<file path="config.mk">
export PLATFORM = sky130hd
export DESIGN_NAME = hc05_rx_flat
export DESIGN_NICKNAME = d
export VERILOG_FILES = /design/src/rtl/hc05_rx_if.sv /design/src/rtl/hc05_rx.sv /design/src/flat_wrapper.sv
export SDC_FILE = /design/constraint.sdc
export NUM_CORES = 1
export LEC_CHECK = 0
export CORE_MARGIN = 5
export CORE_UTILIZATION = 38
export DETAILED_ROUTE_END_ITERATION = 10
export PLACE_DENSITY = 0.62
export SKIP_CTS_REPAIR_TIMING = 1
export SLEW_MARGIN = 10
export SYNTH_ARGS = -nofsm -noshare
export SYNTH_HDL_FRONTEND = slang
export SYNTH_SLANG_ARGS = --single-unit
</file>
<file path="constraint.sdc">
create_clock -name clk -period 2.7 [get_ports clk]
set_input_delay 0.27 -clock clk [delete_from_list [all_inputs] [get_ports clk]]
set_output_delay 0.27 -clock clk [all_outputs]
set_load 0.02 [all_outputs]
</file>
<file path="src/rtl/hc05_rx_if.sv">
// hc05_rx_if -- signal bundle between the HC-05 UART receiver and its consumer.
//   rx        : raw UART line from the HC-05 module (idle high, 8N1, LSB first)
//   rd_addr   : message buffer read index
//   rd_data   : buffer byte at rd_addr (8'h00 outside the buffer)
//   rx_data   : last correctly framed byte
//   rx_valid  : one-cycle pulse, rx_data updated
//   frame_err : one-cycle pulse, stop bit sampled low
//   msg_done  : one-cycle pulse, complete message held in the buffer
//   msg_len   : byte count of the last completed message (terminator excluded)
//   msg_err   : one-cycle pulse, terminator arrived after a buffer overflow
// master = receiver side, slave = consumer side.
interface hc05_rx_if;
    logic       rx;
    logic [3:0] rd_addr;
    logic [7:0] rd_data;
    logic [7:0] rx_data;
    logic       rx_valid;
    logic       frame_err;
    logic       msg_done;
    logic [3:0] msg_len;
    logic       msg_err;

    modport master (
        input  rx, rd_addr,
        output rd_data, rx_data, rx_valid, frame_err, msg_done, msg_len, msg_err
    );

    modport slave (
        output rx, rd_addr,
        input  rd_data, rx_data, rx_valid, frame_err, msg_done, msg_len, msg_err
    );
endinterface

</file>
<file path="src/rtl/hc05_rx.sv">
// hc05_rx -- UART 8N1 receiver for an HC-05 Bluetooth module with a small
// terminator-delimited message assembler.
//   clk     : sole clock, rising edge
//   jreset  : synchronous active-high reset
//   bus     : hc05_rx_if.master (rx line in, buffer read port, status pulses out)
// Parameters: CLKS_PER_BIT clocks per bit, MAX_LEN buffer depth (1..15),
// TERM message terminator byte.
module hc05_rx #(
    parameter int         CLKS_PER_BIT = 434,
    parameter int         MAX_LEN      = 10,
    parameter logic [7:0] TERM         = 8'h23
) (
    input  logic      clk,
    input  logic      jreset,
    hc05_rx_if.master bus
);
    // Counter only ever has to reach CLKS_PER_BIT-1; keep at least 2 bits.
    localparam int            CW      = (CLKS_PER_BIT > 3) ? $clog2(CLKS_PER_BIT) : 2;
    localparam logic [CW-1:0] HALF    = CW'((CLKS_PER_BIT - 1) / 2);
    localparam logic [CW-1:0] LAST    = CW'(CLKS_PER_BIT - 1);
    localparam logic [3:0]    LEN_MAX = 4'(MAX_LEN);

    typedef enum logic [2:0] {
        IDLE  = 3'd0,
        START = 3'd1,
        DATA  = 3'd2,
        STOP  = 3'd3,
        BREAK = 3'd4
    } state_t;

    logic          sync1_r;
    logic          rxs_r;
    state_t        state_r;
    logic [CW-1:0] cnt_r;
    logic [2:0]    bit_r;
    logic [7:0]    shift_r;
    logic [7:0]    rx_data_r;
    logic          rx_valid_r;
    logic          frame_err_r;

    logic [7:0]    buf_r [MAX_LEN];
    logic [3:0]    wr_ptr_r;
    logic          ovf_r;
    logic [3:0]    msg_len_r;
    logic          msg_done_r;
    logic          msg_err_r;
    logic [7:0]    rd_data_s;
    logic          store_s;

    // Two-flop synchronizer for the asynchronous rx line, idling high.
    always_ff @(posedge clk) begin
        if (jreset) begin
            sync1_r <= 1'b1;
            rxs_r   <= 1'b1;
        end else begin
            sync1_r <= bus.rx;
            rxs_r   <= sync1_r;
        end
    end

    // Receive FSM. Cycle 0 is the IDLE cycle that sees the start edge; the
    // counter is loaded with 1 there so that it equals the cycle index while
    // in START, and afterwards runs 0..CLKS_PER_BIT-1 per bit, sampling at the
    // last count so every sample lands in the middle of its bit.
    always_ff @(posedge clk) begin
        if (jreset) begin
            state_r     <= IDLE;
            cnt_r       <= '0;
            bit_r       <= 3'd0;
            shift_r     <= 8'h00;
            rx_data_r   <= 8'h00;
            rx_valid_r  <= 1'b0;
            frame_err_r <= 1'b0;
        end else begin
            rx_valid_r  <= 1'b0;
            frame_err_r <= 1'b0;
            case (state_r)
                IDLE: begin
                    if (!rxs_r) begin
                        state_r <= START;
                        cnt_r   <= CW'(1);
                        bit_r   <= 3'd0;
                    end
                end
                START: begin
                    if (cnt_r == HALF) begin
                        cnt_r   <= '0;
                        // A line that is high again mid start bit was a glitch.
                        state_r <= rxs_r ? IDLE : DATA;
                    end else begin
                        cnt_r <= cnt_r + CW'(1);
                    end
                end
                DATA: begin
                    if (cnt_r == LAST) begin
                        cnt_r   <= '0;
                        shift_r <= {rxs_r, shift_r[7:1]};
                        if (bit_r == 3'd7) begin
                            state_r <= STOP;
                        end else begin
                            bit_r <= bit_r + 3'd1;
                        end
                    end else begin
                        cnt_r <= cnt_r + CW'(1);
                    end
                end
                STOP: begin
                    if (cnt_r == LAST) begin
                        cnt_r <= '0;
                        if (rxs_r) begin
                            rx_data_r  <= shift_r;
                            rx_valid_r <= 1'b1;
                            state_r    <= IDLE;
                        end else begin
                            frame_err_r <= 1'b1;
                            state_r     <= BREAK;
                        end
                    end else begin
                        cnt_r <= cnt_r + CW'(1);
                    end
                end
                BREAK: begin
                    // Wait out a held-low line before hunting for a start bit.
                    if (rxs_r) begin
                        state_r <= IDLE;
                    end
                end
                default: begin
                    state_r <= IDLE;
                    cnt_r   <= '0;
                end
            endcase
        end
    end

    // A received byte is stored when it is not the terminator and room remains.
    always_comb begin
        store_s = 1'b0;
        if (rx_valid_r && (rx_data_r != TERM) && (wr_ptr_r < LEN_MAX)) begin
            store_s = 1'b1;
        end else begin
            store_s = 1'b0;
        end
    end

    // Message assembler control: write pointer, overflow flag, result pulses.
    always_ff @(posedge clk) begin
        if (jreset) begin
            wr_ptr_r   <= 4'd0;
            ovf_r      <= 1'b0;
            msg_len_r  <= 4'd0;
            msg_done_r <= 1'b0;
            msg_err_r  <= 1'b0;
        end else begin
            msg_done_r <= 1'b0;
            msg_err_r  <= 1'b0;
            if (frame_err_r) begin
                // A broken frame poisons the message in progress.
                wr_ptr_r <= 4'd0;
                ovf_r    <= 1'b0;
            end else if (rx_valid_r) begin
                if (rx_data_r == TERM) begin
                    if (ovf_r) begin
                        msg_err_r <= 1'b1;
                    end else begin
                        msg_done_r <= 1'b1;
                        msg_len_r  <= wr_ptr_r;
                    end
                    wr_ptr_r <= 4'd0;
                    ovf_r    <= 1'b0;
                end else if (store_s) begin
                    wr_ptr_r <= wr_ptr_r + 4'd1;
                end else begin
                    ovf_r <= 1'b1;
                end
            end
        end
    end

    // Buffer storage; contents survive reset and completed messages.
    always_ff @(posedge clk) begin
        if (!jreset && store_s) begin
            buf_r[wr_ptr_r] <= rx_data_r;
        end
    end

    // Combinational read port, zero outside the buffer.
    always_comb begin
        rd_data_s = 8'h00;
        if (bus.rd_addr < LEN_MAX) begin
            rd_data_s = buf_r[bus.rd_addr];
        end else begin
            rd_data_s = 8'h00;
        end
    end

    assign bus.rd_data   = rd_data_s;
    assign bus.rx_data   = rx_data_r;
    assign bus.rx_valid  = rx_valid_r;
    assign bus.frame_err = frame_err_r;
    assign bus.msg_done  = msg_done_r;
    assign bus.msg_len   = msg_len_r;
    assign bus.msg_err   = msg_err_r;
endmodule

</file>
<file path="src/flat_wrapper.sv">
// flat-port wrapper written by rule: the top's interface ports become plain ports
module hc05_rx_flat 
#(
    parameter int         CLKS_PER_BIT = 434,
    parameter int         MAX_LEN      = 10,
    parameter logic [7:0] TERM         = 8'h23
)
  (clk, jreset, bus_rx, bus_rd_addr, bus_rd_data, bus_rx_data, bus_rx_valid, bus_frame_err, bus_msg_done, bus_msg_len, bus_msg_err);
  hc05_rx_if bus_i ();
  input  logic clk;
  input  logic jreset;
  input wire logic [$bits(bus_i.rx)-1:0] bus_rx;
  input wire logic [$bits(bus_i.rd_addr)-1:0] bus_rd_addr;
  output wire logic [$bits(bus_i.rd_data)-1:0] bus_rd_data;
  output wire logic [$bits(bus_i.rx_data)-1:0] bus_rx_data;
  output wire logic [$bits(bus_i.rx_valid)-1:0] bus_rx_valid;
  output wire logic [$bits(bus_i.frame_err)-1:0] bus_frame_err;
  output wire logic [$bits(bus_i.msg_done)-1:0] bus_msg_done;
  output wire logic [$bits(bus_i.msg_len)-1:0] bus_msg_len;
  output wire logic [$bits(bus_i.msg_err)-1:0] bus_msg_err;
  assign bus_i.rx = bus_rx;
  assign bus_i.rd_addr = bus_rd_addr;
  assign bus_rd_data = bus_i.rd_data;
  assign bus_rx_data = bus_i.rx_data;
  assign bus_rx_valid = bus_i.rx_valid;
  assign bus_frame_err = bus_i.frame_err;
  assign bus_msg_done = bus_i.msg_done;
  assign bus_msg_len = bus_i.msg_len;
  assign bus_msg_err = bus_i.msg_err;
  hc05_rx #(.CLKS_PER_BIT(CLKS_PER_BIT), .MAX_LEN(MAX_LEN), .TERM(TERM)) u_core (.clk(clk), .jreset(jreset), .bus(bus_i));
endmodule
</file>
**Word level (Yosys, flattened, before mapping)**

Memories as Yosys holds them, arrays and structs flattened.
Index checks and enable logic that the tools add are counted.

- Register bits: 46
- Latch bits: 0
- RAM bits: 80
- Memory bits (read-only): 0
- Input bits: 7
- Output and inout port bits: 24
- Word-level logic and storage cells: 92
- Memories kept: 1

- Add/subtract/negate cells: 3
- $mul: 0
- Divide/modulo/power cells: 0
- $lt $le $gt $ge: 2
- Equal/unequal tests: 17
- Shift-type cells: 0
- Mux-type cells: 29
- Bitwise operators: 7
- Reduce and logical (&&, ||, !) cells: 19

Memory list:

| memory | depth | bits a word | read ports | clocked after memory_dff | wr ports | line | source |
|---|---|---|---|---|---|---|---|
| u_core.buf_r | 10 | 8 | 1 | 0 | 1 | hc05_rx.sv:41 | `logic [7:0] buf_r [MAX_LEN];` |

Operator list:

| kind | count |
|---|---|
| $pmux W9 S4 | 1 |
| $mux W3 | 10 |
| $mux W9 | 3 |
| $pmux W3 S5 | 1 |
| $ne A2 B1 Y1 const B | 5 |
| $add A9 B1 Y9 const B | 1 |
| $eq A9 B8 Y1 const B | 1 |
| $eq A9 B9 Y1 const B | 1 |
| $mux W1 | 9 |
| $eq A8 B6 Y1 const B | 1 |
| $lt A4 B4 Y1 const B | 2 |
| $mux W4 | 2 |
| $mux W8 | 1 |
| $ne A8 B6 Y1 const B | 1 |
| $reduce_and A2 Y1 | 4 |
| $reduce_and A4 Y1 | 2 |
| $not A1 Y1 | 7 |
| $eq A3 B2 Y1 const B | 2 |
| $eq A3 B3 Y1 const B | 2 |
| $ne A2 B2 Y1 const B | 3 |
| $pmux W3 S2 | 1 |
| $reduce_and A6 Y1 | 1 |
| $add A4 B1 Y4 const B | 1 |
| $reduce_bool A2 Y1 | 2 |
| 10 further kinds | 13 |

**Longest topological paths before layout**

- Word-level depth: 7
- Mapped depth: 8
- Gate-level depth less buffers: 6

**Worst setup path before layout**

OpenSTA, ideal clock, no wires.

- Path kind: register to register
- Start point: register u_core.rx_data_r[2] (netlist: u_core.bus.rx_data[2])
- End point: memory u_core.buf_r[4][0] (enable)
- Arrival: 1.771 ns
- Setup slack: 0.597 ns
- Cell stages (with the launch flop): 4
- Buffers on the path: 0
- Period minus slack after synthesis: 2.103 ns
- Cell sequence: dfxtp_1 -> and4bb_2 -> a2111oi_0 -> and2_1

- Longest elaborated chain between the ends: 7

Ends and longest elaborated chain:

| what | line | source |
|---|---|---|
| from (decl) | hc05_rx.sv:37 | `logic [7:0] rx_data_r;` |
| from (signal assigned) | hc05_rx.sv:111 | `rx_data_r <= shift_r;` |
| $ne A8 B6 Y1 | hc05_rx.sv:139 | `if (rx_valid_r && (rx_data_r != TERM) && (wr_ptr_r < LEN_MAX)) begin` |
| $logic_and A1 B1 Y1 (2 in a row) | hc05_rx.sv:139 |  |
| $mux W1 | hc05_rx.sv:139 |  |
| $logic_and A1 B1 Y1 | hc05_rx.sv:182 | `if (!jreset && store_s) begin` |
| $mux W1 | hc05_rx.sv:182 |  |
| $mux W1 (implied by the code) | hc05_rx.sv:183 | `buf_r[wr_ptr_r] <= rx_data_r;` |
| to (decl) | hc05_rx.sv:41 |  |

No other way between the ends.

**Worst setup path in the final report**

- Start point: input port bus_rd_addr[0]
- End point: output port bus_rd_data[7]

- Longest elaborated chain between the ends: 2
- Elaborated cells between the ends (all ways): 3
- Those cells by class: order compare (1); mux (1); memory (1)

Ends and longest elaborated chain:

| what | line | source |
|---|---|---|
| from (decl) | flat_wrapper.sv:13 | `input wire logic [$bits(bus_i.rd_addr)-1:0] bus_rd_addr;` |
| $mem_v2 Z10 W8 or $lt A4 B4 Y1 (tied branches) | - |  |
| $mux W8 * | hc05_rx.sv:190 | `if (bus.rd_addr < LEN_MAX) begin` |
| to (decl) | flat_wrapper.sv:14 | `output wire logic [$bits(bus_i.rd_data)-1:0] bus_rd_data;` |

Every way passes the cells marked *; elsewhere a longest branch is shown, timed or not.

==> metrics.md <==
| Metric | Value |
|---|---|
| Setup Slack @ Placement | `-35.0 ps` |
| Antenna violations before repair | `0` |
| Worst path max stage delay | `around 510 ps` |
| Worst-margin pin slew | `787 ps` |
| CTS sink count | `126` |
| Relative slew slack | `47.1%` |
| Most frequent cells in the layout | `edfxtp_1 (80), dfxtp_1 (46), nor2_1 (35)` |
| Final WL | `around 11 mm` |
| Largest cells by area after synthesis | `edfxtp_1 (45%), dfxtp_1 (17%), mux4_2 (6.8%)` |
| Synth cell types | `between 50 and 60` |
| Initial Utilization | `38.5%` |
| Max frequency | `between 400 and 500 MHz` |
| DR vias/cell | `just over 5` |
| Hold_sp | `u_core.sync1_r` |
| Crit path DAT | `2120 ps` |
| Starting DRT DRC Count | `261` |
| Crit-path max FO | `13` |
| Crit path required time | `2430 ps` |
| Core Box Area | `13800 um2` |
| CP Class | `in -> out` |
| Core Util, Final | `47.1%` |
| Most common cell after layout, fill and taps aside | `edfxtp_1` |
| Hold Path Class | `reg -> reg` |
| Peak supply drop | `0.526 mV` |
| Crit. End Element | `primary output` |
| Slew Limit Fails | `0` |
| Diodes inserted | `0` |
| Pwr dens | `675 nW/um2` |
| # fillers | `1240` |
| Synth top area share | `45.3%` |
| WHS Endpoint | `u_core.rxs_r` |
| Largest net degree at the start of global routing | `35` |
| Proportion of layout cells with a drive suffix above 1 | `19.4%` |
| H-tree Lvls | `4` |
| All-Layer GR Usage | `approximately 14%` |
| Final Hold Viols | `0` |
| Worst skew pair latency | `410 ps` |
| Chip height | `128 um` |
| RD Place Congestion | `0.794` |
| Syn nets | `400` |
| Syn Std Cell Area | `5310 um2` |
| Leakage | `0.00242 uW` |
| Vias | `3226` |
| DRT Pass-1 Iters | `4` |
| Period utilization | `88.7%` |
| Clk_skew | `7.58 ps` |
| Clk buf depth | `2` |
| Detailed Place HPWL | `7.33 mm` |
| RSZ-0062 raised after global routing | `false` |
| FF+latch count, synth | `between 100 and 150` |
| Worst flop-to-flop path startpoint | `u_core.bus.rx_valid` |
| CTS Buf Count | `17` |
| Final setup margin | `between 300 and 400 ps` |
| Dominant cell type by area after synthesis | `edfxtp_1` |
| DRC violation count after routing | `0` |
| # IOs | `31` |
| Vias in the first global route | `3352` |
| Synth Flop Type | `edfxtp_1` |
| Clk root buf | `clkbuf_16` |
| Slowest-stage cell, CP | `clkdlybuf4s50_1` |
| Max-Cap Viols | `0` |
| Status | `finished, final reports clean` |
| Syn Inst Count | `roughly 380` |
| CTS tree | `yes` |
| Post-synthesis async set-or-reset flop share | `0%` |
| Area grow syn2layout | `22.3%` |
| CP Cell Sequence | `clkdlybuf4s50_1 -> buf_12 -> mux4_2 -> a221oi_1 -> a21oi_1 -> dlymetal6s2s_1` |
| Post-synth EDFFs | `80` |
| ANT nets after route | `0` |
| Hold depth | `1` |
| Sequential share of the synthesized area | `62.6%` |
| Wire per inst | `17.1 um` |
| Hold Worst Slack | `409 ps` |
| Die area | `16400 um2` |
| Syn_area_per_cell | `between 10 and 15 um2` |
| Clock Pin Slew Worst Setup and Hold Paths | `50 ps` |
| First-pass GRT wire length | `17.8 mm` |
| Worst Reg-to-Reg Cells | `3` |
| Gr ovfl total | `0` |
| Tmin final | `2390 ps` |
| PortBufs | `30` |
| Register-to-register setup slack | `approximately 700 ps` |
| R2R Path End | `u_core.buf_r[8][7]` |
| Final setup viols | `0` |
| Std cell rows | `43` |
| Overall Power | `between 4000 and 5000 uW` |
| Synth warnings | `0` |
| Fin nets | `approximately 450` |
| Die width | `~130 um` |
| Crit path launch type | `input pin` |
-- cell type report --
cell class	instances	area, um2	area share [%]
Multi-Input combinational cell	230	1850	28.4
Clock inverter	13	143	2.20
Sequential cell	126	3320	51.2
Tap cell	180	225	3.47
Inverter	7	26.3	0.405
Clock buffer	18	429	6.62
Timing Repair Buffer	50	495	7.64
-- registers in the layout (all words and copies together) (netlist names), 3 cells and up --
name and flops:
u_core.bus.msg_len 4, u_core.shift_r 8, u_core.state_r 3, u_core.buf_r 80
u_core.wr_ptr_r 4, u_core.bit_r 3, u_core.cnt_r 9, u_core.bus.rx_data 8
-- stage by stage --
step | instance area (um2) | instances | TNS [ps]
finish | 6490 | 624 | 0
global placement | 5900 | 593 | 0
floorplan | 5310 | 384 | 0
global route | 6490 | 624 | 0
CTS | 6470 | 624 | -121
detailed placement | 5900 | 593 | -76.0
-- Yosys cell counts, drive strengths merged, types with 5 or more instances --
cell and instances:
dfxtp 46, inv 6, edfxtp 80, mux2 9
and2 9, a211oi 6, nand3 7, nand2b 5
ha 9, buf 11, mux2i 22, a221oi 9
nor2 36, nor3 6, o21ai 7, clkbuf 10
a21oi 18, nand2 23, mux4 16
-- critical path: cells and delay by family --
family	cells	cell delay (ps)
multiplexers	1	510
AO/OA/AOI/OAI	2	410
buffers and inverters	3	920
-- per-layer routing --
| layer | wire, um | GRT usage [%] |
|---|---|---|
| met1 | 4740 | 17.0 |
| met2 | 5450 | 23.9 |
| met3 | 407 | 5.00 |
| met4 | 101 | 3.56 |
| met5 | 0 | 0 |
-- worst max path at each step --
stage                                     to  slack (ps)             startpoint
after floorplan           u_core.buf_r[4][0]         600  u_core.bus.rx_data[2]
after global placement        bus_rd_data[7]           5         bus_rd_addr[0]
after detailed placement      bus_rd_data[0]         -30         bus_rd_addr[0]
after CTS                     bus_rd_data[0]         -50         bus_rd_addr[0]
after global routing          bus_rd_data[5]         230         bus_rd_addr[0]
final                         bus_rd_data[7]         310         bus_rd_addr[0]
-- logic make-up after synthesis --
family                   Yosys count  share of synthesized area [%]
XOR/XNOR                           2                          0.330
multiplexers                      47                           12.9
buffers and inverters             28                           2.57
AO/OA/AOI/OAI                     58                           7.85
AND/OR/NAND/NOR                  114                           11.6
flip-flops                       126                           62.6
adder cells (fa/ha/maj)            9                           2.12
-- power breakdown --
part	total (uW)	leakage [uW]	switching [uW]	internal [uW]
Sequential	2030	0.00111	4.49	2030
Clock	2190	0.000277	829	1360
Combinational	160	0.00103	83.4	76.6
Power figures use the tool's default switching activity.
